**config.mk**
```make
export PLATFORM = sky130hd
export DESIGN_NAME = regfile_wr_arbiter
export DESIGN_NICKNAME = d
export VERILOG_FILES = /design/src/rtl/rwa_pkg.sv /design/src/rtl/rwa_decode.sv /design/src/rtl/regfile_wr_arbiter.sv
export SDC_FILE = /design/constraint.sdc
export NUM_CORES = 1
export LEC_CHECK = 0
export CAP_MARGIN = 20
export CELL_PAD_IN_SITES_DETAIL_PLACEMENT = 1
export CELL_PAD_IN_SITES_GLOBAL_PLACEMENT = 1
export CORE_UTILIZATION = 34
export CTS_CLUSTER_SIZE = 20
export DETAILED_ROUTE_END_ITERATION = 10
export MAX_ROUTING_LAYER = met4
export PLACE_DENSITY_LB_ADDON = 0.08
export REMOVE_ABC_BUFFERS = 1
export SYNTH_ARGS = -nofsm -noshare
export SYNTH_HDL_FRONTEND = slang
export SYNTH_SLANG_ARGS = --single-unit
```
**constraint.sdc**
```tcl
create_clock -name clk -period 5.9 [get_ports clk]
set_input_delay 1.18 -clock clk [delete_from_list [all_inputs] [get_ports clk]]
set_output_delay 1.18 -clock clk [all_outputs]
set_load 0.01 [all_outputs]
```
**src/rtl/rwa_pkg.sv**
```systemverilog
// Shared constants and arbiter state type for the register-file write arbiter.
package rwa_pkg;

  localparam int ADDR_W   = 5;
  localparam int NUM_REGS = 32;

  // Records which requester won the most recent transfer.
  typedef enum logic {
    LAST_A = 1'b0,
    LAST_B = 1'b1
  } rwa_state_e;

endpackage : rwa_pkg

```
**src/rtl/rwa_decode.sv**
```systemverilog
// Register-number to one-hot write-enable decoder with an enable gate.
module rwa_decode
  import rwa_pkg::*;
(
  input  logic                en,
  input  logic [ADDR_W-1:0]   addr,
  output logic [NUM_REGS-1:0] onehot
);

  // One-hot decode of addr; all zeros when not enabled.
  always_comb begin
    onehot = '0;
    if (en) begin
      onehot[addr] = 1'b1;
    end
  end

endmodule : rwa_decode

```
**src/rtl/regfile_wr_arbiter.sv**
```systemverilog
// Two-port round-robin write arbiter in front of a 32-entry register file.
// Optional feature: define RWA_CONFLICT_STATS_EN to add the 16-bit saturating
// conflict_cnt output (cycles with both requests high and no stall).
//
// state  | meaning
// -------+-----------------------------------------------------------
// LAST_A | requester A won the last transfer; B wins the next conflict
// LAST_B | requester B won the last transfer (reset); A wins next
module regfile_wr_arbiter
  import rwa_pkg::*;
#(
  parameter int DATA_W = 32
) (
  input  logic                clk,
  input  logic                rst,
  input  logic                stall,
  input  logic                req_a,
  input  logic                req_b,
  input  logic [ADDR_W-1:0]   addr_a,
  input  logic [ADDR_W-1:0]   addr_b,
  input  logic [DATA_W-1:0]   data_a,
  input  logic [DATA_W-1:0]   data_b,
  output logic                gnt_a,
  output logic                gnt_b,
  output logic [NUM_REGS-1:0] we,
`ifdef RWA_CONFLICT_STATS_EN
  output logic [15:0]         conflict_cnt,
`endif
  output logic [DATA_W-1:0]   wdata
);

  rwa_state_e            state_q, state_d;
  logic [NUM_REGS-1:0]   we_q, we_d;
  logic [DATA_W-1:0]     wdata_q, wdata_d;
  logic                  xfer;
  logic [ADDR_W-1:0]     gnt_addr;
  logic [DATA_W-1:0]     gnt_data;
  logic                  dec_en;

  // Grants, winner mux and next-state: round-robin only matters on conflict.
  always_comb begin
    gnt_a    = 1'b0;
    gnt_b    = 1'b0;
    state_d  = state_q;
    gnt_addr = addr_a;
    gnt_data = data_a;
    if (!rst && !stall) begin
      if (req_a && req_b) begin
        gnt_a = (state_q == LAST_B);
        gnt_b = (state_q == LAST_A);
      end else begin
        gnt_a = req_a;
        gnt_b = req_b;
      end
    end
    if (gnt_b) begin
      gnt_addr = addr_b;
      gnt_data = data_b;
    end
    if (gnt_a) begin
      state_d = LAST_A;
    end else if (gnt_b) begin
      state_d = LAST_B;
    end
  end

  assign xfer   = gnt_a | gnt_b;
  // Register 0 is hardwired; its transfers handshake but never write.
  assign dec_en = xfer && (gnt_addr != '0);

  rwa_decode u_decode (
    .en     (dec_en),
    .addr   (gnt_addr),
    .onehot (we_d)
  );

  // Write data follows the winner and is held on idle cycles.
  always_comb begin
    wdata_d = wdata_q;
    if (xfer) begin
      wdata_d = gnt_data;
    end
  end

  // Arbiter state and registered write port.
  always_ff @(posedge clk or posedge rst) begin
    if (rst) begin
      state_q <= LAST_B;
      we_q    <= '0;
      wdata_q <= '0;
    end else begin
      state_q <= state_d;
      we_q    <= we_d;
      wdata_q <= wdata_d;
    end
  end

  assign we    = we_q;
  assign wdata = wdata_q;

`ifdef RWA_CONFLICT_STATS_EN
  logic [15:0] conflict_cnt_q, conflict_cnt_d;

  // Saturating count of unstalled cycles where both requesters contend.
  always_comb begin
    conflict_cnt_d = conflict_cnt_q;
    if (req_a && req_b && !stall && (conflict_cnt_q != 16'hFFFF)) begin
      conflict_cnt_d = conflict_cnt_q + 16'd1;
    end
  end

  // Conflict counter register.
  always_ff @(posedge clk or posedge rst) begin
    if (rst) begin
      conflict_cnt_q <= '0;
    end else begin
      conflict_cnt_q <= conflict_cnt_d;
    end
  end

  assign conflict_cnt = conflict_cnt_q;
`endif

endmodule : regfile_wr_arbiter

```
==> run summary <==
Vias: 3,077
layout cells sized above 1: 0.0632
vias per cell: 5.53
met2 wire length: 5310 µm
gr ovfl total: 0
Post-Route WL: 10,700 µm
Root Driver: clkbuf_8
Chip Height: 99.6 µm
routability cong.: 0.771
Die Wd: 99.6 µm
Clock Path Buffers: 2
Worst EP required: 4720 ps
Layout Nets: 501
RSZ-0062 raised after global routing: false
WL met3: 599 µm
worst-case reg-to-reg path depth: 4
Slew @ Worst Pin: 776 ps
dpl hpwl: 7220 µm
Placed Area: 4660 µm²
Worst Hold Class: flop to flop
antenna cell count: 0
Avg WL per Cell: 19.2 µm
Pleak: 2.00 nW
Worst-Skew Late Latency: 340 ps
Worst setup SP type: input port
CP Cell Sequence: clkdlybuf4s50_1 > a2111oi_4 > buf_4 > clkdlybuf4s50_1
hold path depth: 1
Crit. End Element: output pin
fmax: 231 MHz
crit-path most repeated cell: clkdlybuf4s50_1
Max-slew headroom: 0.482
vias in the first global route: 3,148
worst-path maximum fanout: 33
top sig layer: met4
First DRT Iteration DRCs: 187
number of primary I/O pins: 145
crit share post-route: 0.733
final hold violations: 0
Die ar.: 9930 µm²
slowest stage delay, CP: 610 ps
Syn Area/Cell: 11.0 µm²
CTS tree: yes
post-CTS sizing: 0
Core Footprint: 9240 µm²
Yosys Warn Count: 0
arrival time worst endpoint: 3150 ps
PD cells: 252 nW/µm²
Setup CP Type: input port to output pin
Synth Cell Area: 3240 µm²
setup bufs post-CTS: 0
M1 WL: 4550 µm
row count: 35
initial antenna violation count: 0
CTS Buf Count: 9
post-route minimum period: 4330 ps
antenna viol nets, final: 0
final hold slack: 511 ps
Seq/Total Area, Yosys: 0.502
Pre-antenna DRT Iters: 4
port buffer count: 144
Initial Util: 0.351
Placed Instances: 539
status: finished, final reports clean
first-pass GRT wire length: 16,700 µm
Crit-path slowest cell: clkdlybuf4s50_1
total negative slack: 0 ps
final instance area: 4880 µm²
non-filler cells, final: 556
distinct cell type count after synthesis: 28
H-tree levels: 3
max-slew violation count: 0
Clock Sinks: 65
clk_skew: 9.88 ps
maximum vdd drop: 0.000136 V
final core utilization: 0.529
largest net degree at the start of global routing: 64
clk slew on worst S/H paths: 60 ps
Finish-stage setup viols: 0
FF-to-FF setup slack: 3900 ps
flops & latches, synth: 65
Max Cap Viol: 0
Syn Inst Count: 294
GRT Util Overall: 0.227
hold_buf cts: 0
P&R area growth vs syn: 50.7%
# DRC: 0
-- registers in the layout (all words and copies together) (netlist names) --
register  count
state_q       1
wdata        32
we           32
-- routing by layer --
layer	track usage	vias up
met2	0.363	113
met5	-	-
met1	0.283	1525
met3	0.0506	18
li1	-	1421
met4	0.0860	0
-- final timing paths --
| path | startpoint | end |
|---|---|---|
| max in group asynchronous | rst | we[30]$_DFF_PP0_ |
| min in group asynchronous | rst | we[0]$_DFF_PP0_ |
| setup reg to reg | state_q$_DFFE_PP1P_ | wdata[22]$_DFFE_PP0P_ |
| hold reg to reg | wdata[10]$_DFFE_PP0P_ | wdata[10]$_DFFE_PP0P_ |
| hold / removal | wdata[10]$_DFFE_PP0P_ | wdata[10]$_DFFE_PP0P_ |
| setup / recovery | rst | gnt_a |
-- metrics by stage --
| stage | power [mW] | setup WS [ps] |
|---|---|---|
| 4_1_cts | 1.25 | 1540 |
| 3_3_place_gp | 0.837 | 1620 |
| 2_1_floorplan | 0.647 | 2450 |
| 3_5_place_dp | 0.843 | 1540 |
| 6_report | 1.23 | 1570 |
| 5_1_grt | 1.29 | 1510 |
-- report_power, final --
group          internal [mW]  leakage (nW)  switching, mW  total, mW
combinational          0.173          1.04          0.142      0.315
clock                  0.230         0.107          0.168      0.398
sequential             0.493         0.853         0.0258      0.519
total                  0.895          2.00          0.336       1.23
-- cell families after synthesis --
family | share of synthesized area
buffers and inverters | 0.0783
other | 0.00116
and+or+nand+nor | 0.186
DFF | 0.502
AOI/OAI and AO/OA | 0.232
-- worst max-delay path, delay by kind of cell --
| family | cells | cell delay, ps |
|---|---|---|
| buf+inv | 3 | 1570 |
| compound gates | 1 | 390 |
-- layout make-up --
class,instances,area (µm²)
fillers,1003,4360
flip-flops and latches,65,1630
repair buffers,152,1510
multi-input cells,191,1370
clock buffers,14,173
well taps,129,161
clock inverters,2,35.0
inverters,3,11.3
-- cells in the final DEF, fill, tap and decap left out, types with 2 or more instances in the layout --
cell             netlist  final
clkdlybuf4s50_1        0    144
and3b_1                6      6
o211ai_1              31     31
nor3b_1                6      6
inv_1                  3      2
and3_1                34     34
nand4_1               31     31
nor3_1                 2      2
clkbuf_8               0     12
nor2_1                 4      4
clkbuf_1               8      2
a21oi_1               31     31
dfrtp_1               64     64
buf_4                  1      7
and2_1                 3      3
a221o_1               32     32
nor2b_1                4      4
-- cell usage after synthesis (all sizes together) --
library cell / count / share of area
a2111oi: 1 / 0.0085
inv: 3 / 0.0035
nor2: 4 / 0.0046
nand4: 31 / 0.060
nand2: 1 / 0.0012
dfstp: 1 / 0.0081
conb: 1 / 0.0012
buf: 24 / 0.061
or3b: 1 / 0.0027
a21oi: 31 / 0.048
dfrtp: 64 / 0.49
a221o: 32 / 0.099
and3: 34 / 0.066
nor2b: 4 / 0.0077
a22oi: 1 / 0.0023
and3b: 6 / 0.016
nor3b: 7 / 0.020
nor3: 2 / 0.0031
o211ai: 31 / 0.072
clkbuf: 11 / 0.014
and2: 3 / 0.0058
o21ai: 1 / 0.0027
(Power assumes the default switching activity.)
